===== config.mk =====
export PLATFORM = sky130hd
export DESIGN_NAME = wb_gpio_irq_ctrl_flat
export DESIGN_NICKNAME = d
export VERILOG_FILES = /design/src/rtl/wb_gpio_irq_ctrl_if.sv /design/src/rtl/wb_gpio_irq_ctrl.sv /design/src/flat_wrapper.sv
export SDC_FILE = /design/constraint.sdc
export NUM_CORES = 1
export LEC_CHECK = 0
export CORE_MARGIN = 1
export CORE_UTILIZATION = 25
export CTS_BUF_LIST = sky130_fd_sc_hd__clkbuf_4
export CTS_CLUSTER_SIZE = 8
export DETAILED_ROUTE_END_ITERATION = 8
export PLACE_DENSITY = 0.49
export REMOVE_ABC_BUFFERS = 1
export SLEW_MARGIN = 20
export SYNTH_ARGS = -nofsm -noshare
export SYNTH_HDL_FRONTEND = slang
export SYNTH_SLANG_ARGS = --single-unit

===== constraint.sdc =====
create_clock -name wb_clk_i -period 6.9 [get_ports wb_clk_i]
set_input_delay 1.725 -clock wb_clk_i [delete_from_list [all_inputs] [get_ports wb_clk_i]]
set_output_delay 1.725 -clock wb_clk_i [all_outputs]
set_load 0.02 [all_outputs]

===== src/rtl/wb_gpio_irq_ctrl_if.sv =====
// ---------------------------------------------------------------------------------------------
// wb_gpio_irq_ctrl_if
//   Wishbone slave-side bus bundle for wb_gpio_irq_ctrl.
//   Signals (named from the slave's point of view):
//     wbs_cyc_i  bus cycle           wbs_stb_i  strobe
//     wbs_we_i   write enable        wbs_sel_i  byte selects [3:0]
//     wbs_adr_i  byte address [31:0] wbs_dat_i  write data [31:0]
//     wbs_ack_o  acknowledge         wbs_dat_o  read data [31:0]
//   Modports: master drives the request side, slave drives ack/read data.
// ---------------------------------------------------------------------------------------------
interface wb_gpio_irq_ctrl_if;
    logic        wbs_cyc_i;
    logic        wbs_stb_i;
    logic        wbs_we_i;
    logic [3:0]  wbs_sel_i;
    logic [31:0] wbs_adr_i;
    logic [31:0] wbs_dat_i;
    logic        wbs_ack_o;
    logic [31:0] wbs_dat_o;

    modport master (
        output wbs_cyc_i, wbs_stb_i, wbs_we_i, wbs_sel_i, wbs_adr_i, wbs_dat_i,
        input  wbs_ack_o, wbs_dat_o
    );

    modport slave (
        input  wbs_cyc_i, wbs_stb_i, wbs_we_i, wbs_sel_i, wbs_adr_i, wbs_dat_i,
        output wbs_ack_o, wbs_dat_o
    );
endinterface


===== src/rtl/wb_gpio_irq_ctrl.sv =====
// ---------------------------------------------------------------------------------------------
// wb_gpio_irq_ctrl
//   Wishbone-slave GPIO controller with input synchronisers, per-pin rising/falling edge
//   interrupts (sticky, write-1-to-clear) and an aggregated interrupt line.
//   Ports:
//     wb_clk_i   sole clock
//     wb_rst_i   synchronous active-high reset
//     wbs        Wishbone slave bundle (cyc/stb/we/sel/adr/dat in, ack/dat out)
//     io_active  pad enable; when low pads are parked (out = 0, oeb = all 1s)
//     io_in      pad inputs [N_IO-1:0]
//     io_out     pad outputs [N_IO-1:0]
//     io_oeb     pad output enables, active low [N_IO-1:0]
//     irq        OR of the interrupt status bits
//   Register map (adr[7:3] = register, adr[2] = 32-bit word, adr[1:0] ignored):
//     0 OUT  1 OEB  2 IN (ro)  3 RISE_EN  4 FALL_EN  5 STATUS (w1c)  6 INFO (ro)
// ---------------------------------------------------------------------------------------------
module wb_gpio_irq_ctrl #(
    parameter int unsigned N_IO        = 38,
    parameter logic [31:0] BASE_ADDR   = 32'h3000_0000,
    parameter int unsigned SYNC_STAGES = 2
) (
    input  logic              wb_clk_i,
    input  logic              wb_rst_i,
    wb_gpio_irq_ctrl_if.slave wbs,
    input  logic              io_active,
    input  logic [N_IO-1:0]   io_in,
    output logic [N_IO-1:0]   io_out,
    output logic [N_IO-1:0]   io_oeb,
    output logic              irq
);

    localparam logic [4:0]  RegOut    = 5'd0;
    localparam logic [4:0]  RegOeb    = 5'd1;
    localparam logic [4:0]  RegIn     = 5'd2;
    localparam logic [4:0]  RegRiseEn = 5'd3;
    localparam logic [4:0]  RegFallEn = 5'd4;
    localparam logic [4:0]  RegStatus = 5'd5;
    localparam logic [4:0]  RegInfo   = 5'd6;

    localparam logic [7:0]  InfoNio   = 8'(N_IO);
    localparam logic [31:0] InfoLo    = {16'h6F10, 8'd0, InfoNio};
    localparam logic [31:0] InfoHi    = 32'(SYNC_STAGES);

    // Edge events are enabled once the synchroniser and prev flops hold real pin data.
    localparam logic [2:0]  ArmDone   = 3'(SYNC_STAGES + 1);

    // -----------------------------------------------------------------------------------------
    // State
    // -----------------------------------------------------------------------------------------
    logic [N_IO-1:0] r_out;
    logic [N_IO-1:0] r_oeb;
    logic [N_IO-1:0] r_rise_en;
    logic [N_IO-1:0] r_fall_en;
    logic [N_IO-1:0] r_status;
    logic [N_IO-1:0] r_sync [SYNC_STAGES];
    logic [N_IO-1:0] r_prev;
    logic [2:0]      r_arm;
    logic            r_ack;
    logic [31:0]     r_dat;

    // -----------------------------------------------------------------------------------------
    // Bus decode
    // -----------------------------------------------------------------------------------------
    logic            w_req;
    logic            w_commit;
    logic            w_wr;
    logic [4:0]      w_reg_idx;
    logic            w_hi;
    logic [31:0]     w_lane_mask;
    logic [63:0]     w_byte_mask;
    logic [63:0]     w_wdata64;
    logic [N_IO-1:0] w_mask_n;
    logic [N_IO-1:0] w_wdat_n;
    logic [N_IO-1:0] w_w1c;

    assign w_req     = wbs.wbs_cyc_i & wbs.wbs_stb_i
                     & (wbs.wbs_adr_i[31:8] == BASE_ADDR[31:8]);
    // A request is served on the edge that raises ack; the cycle with ack high is idle, so a
    // held strobe yields alternating ack cycles.
    assign w_commit  = w_req & ~r_ack;
    assign w_wr      = w_commit & wbs.wbs_we_i;
    assign w_reg_idx = wbs.wbs_adr_i[7:3];
    assign w_hi      = wbs.wbs_adr_i[2];

    always_comb begin
        w_lane_mask = '0;
        for (int k = 0; k < 4; k++) begin
            w_lane_mask[8*k +: 8] = {8{wbs.wbs_sel_i[k]}};
        end
    end

    assign w_byte_mask = w_hi ? {w_lane_mask, 32'd0} : {32'd0, w_lane_mask};
    assign w_wdata64   = {wbs.wbs_dat_i, wbs.wbs_dat_i};
    // Bits at or above N_IO fall off here, so they ignore writes.
    assign w_mask_n    = w_byte_mask[N_IO-1:0];
    assign w_wdat_n    = w_wdata64[N_IO-1:0];

    assign w_w1c = (w_wr && (w_reg_idx == RegStatus)) ? (w_wdat_n & w_mask_n) : '0;

    function automatic logic [N_IO-1:0] merge(input logic [N_IO-1:0] old,
                                              input logic [N_IO-1:0] mask,
                                              input logic [N_IO-1:0] data);
        return (old & ~mask) | (data & mask);
    endfunction

    function automatic logic [63:0] widen(input logic [N_IO-1:0] v);
        logic [63:0] r;
        r = '0;
        r[N_IO-1:0] = v;
        return r;
    endfunction

    // -----------------------------------------------------------------------------------------
    // Input synchroniser, edge detection
    // -----------------------------------------------------------------------------------------
    logic [N_IO-1:0] w_sync;
    logic            w_armed;
    logic [N_IO-1:0] w_rise;
    logic [N_IO-1:0] w_fall;

    assign w_sync  = r_sync[SYNC_STAGES-1];
    assign w_armed = (r_arm == ArmDone) & io_active;
    assign w_rise  = w_sync & ~r_prev & r_rise_en & {N_IO{w_armed}};
    assign w_fall  = ~w_sync & r_prev & r_fall_en & {N_IO{w_armed}};

    always_ff @(posedge wb_clk_i) begin
        if (wb_rst_i) begin
            for (int i = 0; i < int'(SYNC_STAGES); i++) begin
                r_sync[i] <= '0;
            end
            r_prev <= '0;
            r_arm  <= '0;
        end else begin
            r_sync[0] <= io_in;
            for (int i = 1; i < int'(SYNC_STAGES); i++) begin
                r_sync[i] <= r_sync[i-1];
            end
            r_prev <= w_sync;
            if (r_arm != ArmDone) begin
                r_arm <= r_arm + 3'd1;
            end
        end
    end

    // -----------------------------------------------------------------------------------------
    // Register file
    // -----------------------------------------------------------------------------------------
    always_ff @(posedge wb_clk_i) begin
        if (wb_rst_i) begin
            r_out     <= '0;
            r_oeb     <= '1;
            r_rise_en <= '0;
            r_fall_en <= '0;
        end else if (w_wr) begin
            case (w_reg_idx)
                RegOut:    r_out     <= merge(r_out, w_mask_n, w_wdat_n);
                RegOeb:    r_oeb     <= merge(r_oeb, w_mask_n, w_wdat_n);
                RegRiseEn: r_rise_en <= merge(r_rise_en, w_mask_n, w_wdat_n);
                RegFallEn: r_fall_en <= merge(r_fall_en, w_mask_n, w_wdat_n);
                default:   ;
            endcase
        end
    end

    // Event is OR-ed in after the clear, so a same-cycle event beats the W1C.
    always_ff @(posedge wb_clk_i) begin
        if (wb_rst_i) begin
            r_status <= '0;
        end else begin
            r_status <= (r_status & ~w_w1c) | w_rise | w_fall;
        end
    end

    // -----------------------------------------------------------------------------------------
    // Read path and acknowledge
    // -----------------------------------------------------------------------------------------
    logic [63:0] w_rd64;
    logic [31:0] w_rd32;

    always_comb begin
        w_rd64 = '0;
        case (w_reg_idx)
            RegOut:    w_rd64 = widen(r_out);
            RegOeb:    w_rd64 = widen(r_oeb);
            RegIn:     w_rd64 = widen(w_sync);
            RegRiseEn: w_rd64 = widen(r_rise_en);
            RegFallEn: w_rd64 = widen(r_fall_en);
            RegStatus: w_rd64 = widen(r_status);
            RegInfo:   w_rd64 = {InfoHi, InfoLo};
            default:   w_rd64 = '0;
        endcase
        w_rd32 = w_hi ? w_rd64[63:32] : w_rd64[31:0];
    end

    // Read data is only non-zero during the ack cycle.
    always_ff @(posedge wb_clk_i) begin
        if (wb_rst_i) begin
            r_ack <= 1'b0;
            r_dat <= '0;
        end else begin
            r_ack <= w_commit;
            r_dat <= (w_commit && !wbs.wbs_we_i) ? w_rd32 : 32'd0;
        end
    end

    assign wbs.wbs_ack_o = r_ack;
    assign wbs.wbs_dat_o = r_dat;

    // -----------------------------------------------------------------------------------------
    // Pad gating and interrupt
    // -----------------------------------------------------------------------------------------
    assign io_out = io_active ? r_out : '0;
    assign io_oeb = io_active ? r_oeb : '1;
    assign irq    = |r_status;

    logic w_unused_ok;
    assign w_unused_ok = ^{wbs.wbs_adr_i[1:0], w_byte_mask, w_wdata64};

endmodule


===== src/flat_wrapper.sv =====
// flat-port wrapper written by rule: the top's interface ports become plain ports
module wb_gpio_irq_ctrl_flat 
#(
    parameter int unsigned N_IO        = 38,
    parameter logic [31:0] BASE_ADDR   = 32'h3000_0000,
    parameter int unsigned SYNC_STAGES = 2
)
  (wb_clk_i, wb_rst_i, io_active, io_in, io_out, io_oeb, irq, wbs_wbs_cyc_i, wbs_wbs_stb_i, wbs_wbs_we_i, wbs_wbs_sel_i, wbs_wbs_adr_i, wbs_wbs_dat_i, wbs_wbs_ack_o, wbs_wbs_dat_o);
  wb_gpio_irq_ctrl_if wbs_i ();
  input  logic wb_clk_i;
  input  logic wb_rst_i;
  input  logic io_active;
  input  logic [N_IO-1:0] io_in;
  output logic [N_IO-1:0] io_out;
  output logic [N_IO-1:0] io_oeb;
  output logic irq;
  input wire logic [$bits(wbs_i.wbs_cyc_i)-1:0] wbs_wbs_cyc_i;
  input wire logic [$bits(wbs_i.wbs_stb_i)-1:0] wbs_wbs_stb_i;
  input wire logic [$bits(wbs_i.wbs_we_i)-1:0] wbs_wbs_we_i;
  input wire logic [$bits(wbs_i.wbs_sel_i)-1:0] wbs_wbs_sel_i;
  input wire logic [$bits(wbs_i.wbs_adr_i)-1:0] wbs_wbs_adr_i;
  input wire logic [$bits(wbs_i.wbs_dat_i)-1:0] wbs_wbs_dat_i;
  output wire logic [$bits(wbs_i.wbs_ack_o)-1:0] wbs_wbs_ack_o;
  output wire logic [$bits(wbs_i.wbs_dat_o)-1:0] wbs_wbs_dat_o;
  assign wbs_i.wbs_cyc_i = wbs_wbs_cyc_i;
  assign wbs_i.wbs_stb_i = wbs_wbs_stb_i;
  assign wbs_i.wbs_we_i = wbs_wbs_we_i;
  assign wbs_i.wbs_sel_i = wbs_wbs_sel_i;
  assign wbs_i.wbs_adr_i = wbs_wbs_adr_i;
  assign wbs_i.wbs_dat_i = wbs_wbs_dat_i;
  assign wbs_wbs_ack_o = wbs_i.wbs_ack_o;
  assign wbs_wbs_dat_o = wbs_i.wbs_dat_o;
  wb_gpio_irq_ctrl #(.N_IO(N_IO), .BASE_ADDR(BASE_ADDR), .SYNC_STAGES(SYNC_STAGES)) u_core (.wb_clk_i(wb_clk_i), .wb_rst_i(wb_rst_i), .wbs(wbs_i), .io_active(io_active), .io_in(io_in), .io_out(io_out), .io_oeb(io_oeb), .irq(irq));
endmodule

==> results.md <==
- In the final layout, flip-flops and latches occupy roughly 0.0068 mm2.
- Clock-pin slew was measured on the worst setup and hold paths at roughly 0.07 ns.
- Setup total negative slack on the finished layout was measured at 0 ns.
- In the final layout, the multi-input gates occupy 0.00682 mm2.
- The distinct cell type count after synthesis is between 40 and 50.
- After layout, the worst setup slack is ~1.9 ns.
- The total chip power is 4.10 mW.
- Setup violations remaining at the end of the flow were counted as 0.
- The remaining routing DRC violations is 0.
- The root buffer cell is sky130_fd_sc_hd__clkbuf_4.
- The floorplan step defined a die boundary enclosing about 0.058 mm2.
- The clock sink total is between 300 and 400.
- The routed wire length per instance is ~19 um.
- In this run, the number of DRC markers left after iteration 0 of detailed routing was about 1100.
- The post-route fraction of the period consumed by the critical path is around 73%.
- The height of the die is between 200 and 250 um.
- The hold violation count in the final report came to 0.
- The worst min-delay path class is flop to flop.
- The number of warnings printed during yosys synthesis is 0.
- The reported max-cap violation count is 0.
- The maximum fanout along the worst path is 39.
- A synthesized cell averages roughly 9.0 um2.
- The number of nets with antenna violations after detailed routing is 0.
- After synthesis, the largest area contributor takes up about half of total cell area.
- The run finished with clean final reports.
- Counting every instance in the synthesized netlist gives 1572.
- The via count of the first global-routing pass was between 10000 and 15000.
- The maximum operating frequency is ~0.20 GHz.
- Counting flops and latches in the post-synthesis netlist gives 340.
- The slew at the pin with the worst max-slew slack is 1.12 ns.
- For this design the static power due to leakage is 6.07 nW.
- The initial core utilization is 25.5%.
- The biggest area contributor in the post-synthesis netlist is sky130_fd_sc_hd__dfxtp_1.
- STA classifies the critical path endpoint as an output port.
- The number of synthesized flops with an enable pin is 0.
- The worst clock skew is slightly below 0.05 ns.
- At the worst endpoint, the required time is around 5.2 ns.
- The minimum clock period after layout is between 5 and 6 ns.
- The power per cell area is 226 mW/mm2.
- The worst slew margin relative to its limit is 25.3%.
- The die is between 200 and 250 um wide.
- Once the clock tree was built, the setup fixing pass inserted 0 buffers.
- STA puts the critical path data arrival time at around 3.3 ns.
- The leftover overflow at the end of global routing is 0.
- By area the synthesized netlist is led by sky130_fd_sc_hd__dfxtp_1, sky130_fd_sc_hd__nor2b_1, sky130_fd_sc_hd__a21oi_1.
- After filler insertion, the fill cell instance count of the layout stands at 5856.
- The most instantiated library cell after synthesis is sky130_fd_sc_hd__dfxtp_1.
- After synthesis, the most frequently instantiated cells are sky130_fd_sc_hd__dfxtp_1, sky130_fd_sc_hd__nand2_1, sky130_fd_sc_hd__a21oi_1.
- The worst hold margin is approximately 0.42 ns.
- The number of iterations in the first detailed-routing pass is 7.
- The final estimated routing congestion in global placement is ~0.80.
- TritonCTS built the clock tree.
- The peak supply drop is 0.0760 mV.
- The critical path launch point type is an input port.
- Entering global routing, the biggest net connects 91 pins.
- The initial antenna violation count is 3.
- During I/O placement, the number of pins put on the boundary was 222.
- After detailed routing, the number of vias per cell comes to about 4.8.
- The async set-or-reset flop fraction in the synthesized netlist is 0%.
- Counting the buffers created by CTS gives 97.
- The first global-routing pass estimated 77100 um of wire.
- The critical path is of the input port to output port type.
- The final count of pins violating max slew is 0.
- Post-CTS repair changed the size of 0 cells.
- The net count of the finished layout is between 1500 and 2000.
- The setup slack after placement is about 1.6 ns.
- Wires add up to approximately 51000 um.
- After synthesis the cells add up to between 0.01 and 0.015 mm2.
- Relative to the synthesized area, the layout overhead comes to 28.4%.
- For this run, the leading register cell type out of synthesis is sky130_fd_sc_hd__dfxtp_1.
- Of the cells placed in the final design, the portion with a size suffix greater than 1 is 11.3%.
- The number of input and output port buffers inserted is around 220.
- The placeable core area is approximately 0.056 mm2.
- Across every metal layer, demand over resource in global routing totals 17.7%.
- The clock insertion delay at the later pin of the skew report is around 0.84 ns.
- The H-tree generated during clock tree synthesis spans 3 levels.
- The detailed-placement wirelength estimate is 33200 um.
- In this run the deepest clock path goes through 3 buffers.
- After synthesis, flip-flops and latches occupy between 40 and 50% of the total area.
- Setup repair after global routing left no endpoint under its margin.
- The count of standard-cell rows is 86.
- Detailed routing inserted a total of about 13000 vias.
- In this run, post-CTS hold repair placed 0 buffers.
[placed cells by master (no fill, tap or decap), types with 7 or more instances in the layout]
cell type and n:
sky130_fd_sc_hd__nor3_1 17, sky130_fd_sc_hd__dfxtp_1 340, sky130_fd_sc_hd__nor2_1 92, sky130_fd_sc_hd__nand3_1 80, sky130_fd_sc_hd__clkinv_1 25, sky130_fd_sc_hd__nor4_2 7
sky130_fd_sc_hd__nor2b_1 140, sky130_fd_sc_hd__clkbuf_4 138, sky130_fd_sc_hd__nand2b_1 39, sky130_fd_sc_hd__and2_1 43, sky130_fd_sc_hd__buf_4 25, sky130_fd_sc_hd__clkdlybuf4s50_1 216
sky130_fd_sc_hd__nand2_1 180, sky130_fd_sc_hd__clkinv_2 7, sky130_fd_sc_hd__a41oi_1 7, sky130_fd_sc_hd__or4_1 9, sky130_fd_sc_hd__a22oi_1 15, sky130_fd_sc_hd__a211o_1 24
sky130_fd_sc_hd__nor4_4 17, sky130_fd_sc_hd__a21oi_1 161, sky130_fd_sc_hd__mux2i_1 80, sky130_fd_sc_hd__a222oi_1 34, sky130_fd_sc_hd__nand3b_1 41, sky130_fd_sc_hd__nor4_1 11
sky130_fd_sc_hd__o21ai_0 79
[worst paths after layout]
kind / start / endpoint / slack, ns / cells past startpoint
max reg2reg: u_core.wbs.wbs_ack_o / u_core.wbs.wbs_dat_o[20] / 3.51 / 6
min: u_core.r_sync[0][28] / u_core.r_sync[0][66] / 0.42 / 1
min reg2reg: u_core.r_sync[0][28] / u_core.r_sync[0][66] / 0.42 / 1
max: io_active / io_out[6] / 1.87 / 4
[cells by family (layout without fill, tap and decap cells)]
logic type,Yosys count,count (layout),share of synthesized area (%)
compound gates,332,332,14.3
xor+xnor,1,1,0.0619
fa+ha+maj,2,2,0.177
buf+inv,120,420,3.89
flops,340,340,48.1
mux,81,81,5.74
other cells,0,3,0
simple gates,696,696,27.8
[where the power goes]
part	switching [mW]	total [mW]	internal, mW
Combinational	0.139	0.236	0.0973
Sequential	0.0157	2.01	1.99
Clock	0.899	1.86	0.960
[area by class of cell]
class	count	area share, %
inverter	1	0.0206
sequential	340	37.4
tap	748	5.15
antenna	3	0.0413
clock inverter	37	0.984
multi-input combinational	1112	37.5
clock buffer	138	5.70
timing repair buffer	244	13.1
[metal layers]
layer	up-vias	wire (um)	GRT usage, %	part of all wire [%]
li1	6025	-	-	-
met1	6104	22500	22.5	44
met2	482	23900	29.2	47
met3	88	3330	3.59	6.5
met4	0	1240	7.18	2.4
met5	-	0	0	0
[through the flow]
| step | util [%] | instances | area, um2 |
|---|---|---|---|
| floorplan | - | 1453 | 13600 |
| global placement | 30.5 | 2445 | 17000 |
| detailed placement | 30.5 | 2445 | 17000 |
| CTS | 32.7 | 2620 | 18200 |
| global route | 32.7 | 2622 | 18200 |
| finish | 32.7 | 2623 | 18200 |
[worst max-delay path, cell delays in order]
cell	delay, ns
sky130_fd_sc_hd__buf_4	0.41
sky130_fd_sc_hd__buf_4	0.36
sky130_fd_sc_hd__and2_1	0.19
sky130_fd_sc_hd__clkdlybuf4s50_1	0.61
(Power assumes the default switching activity.)
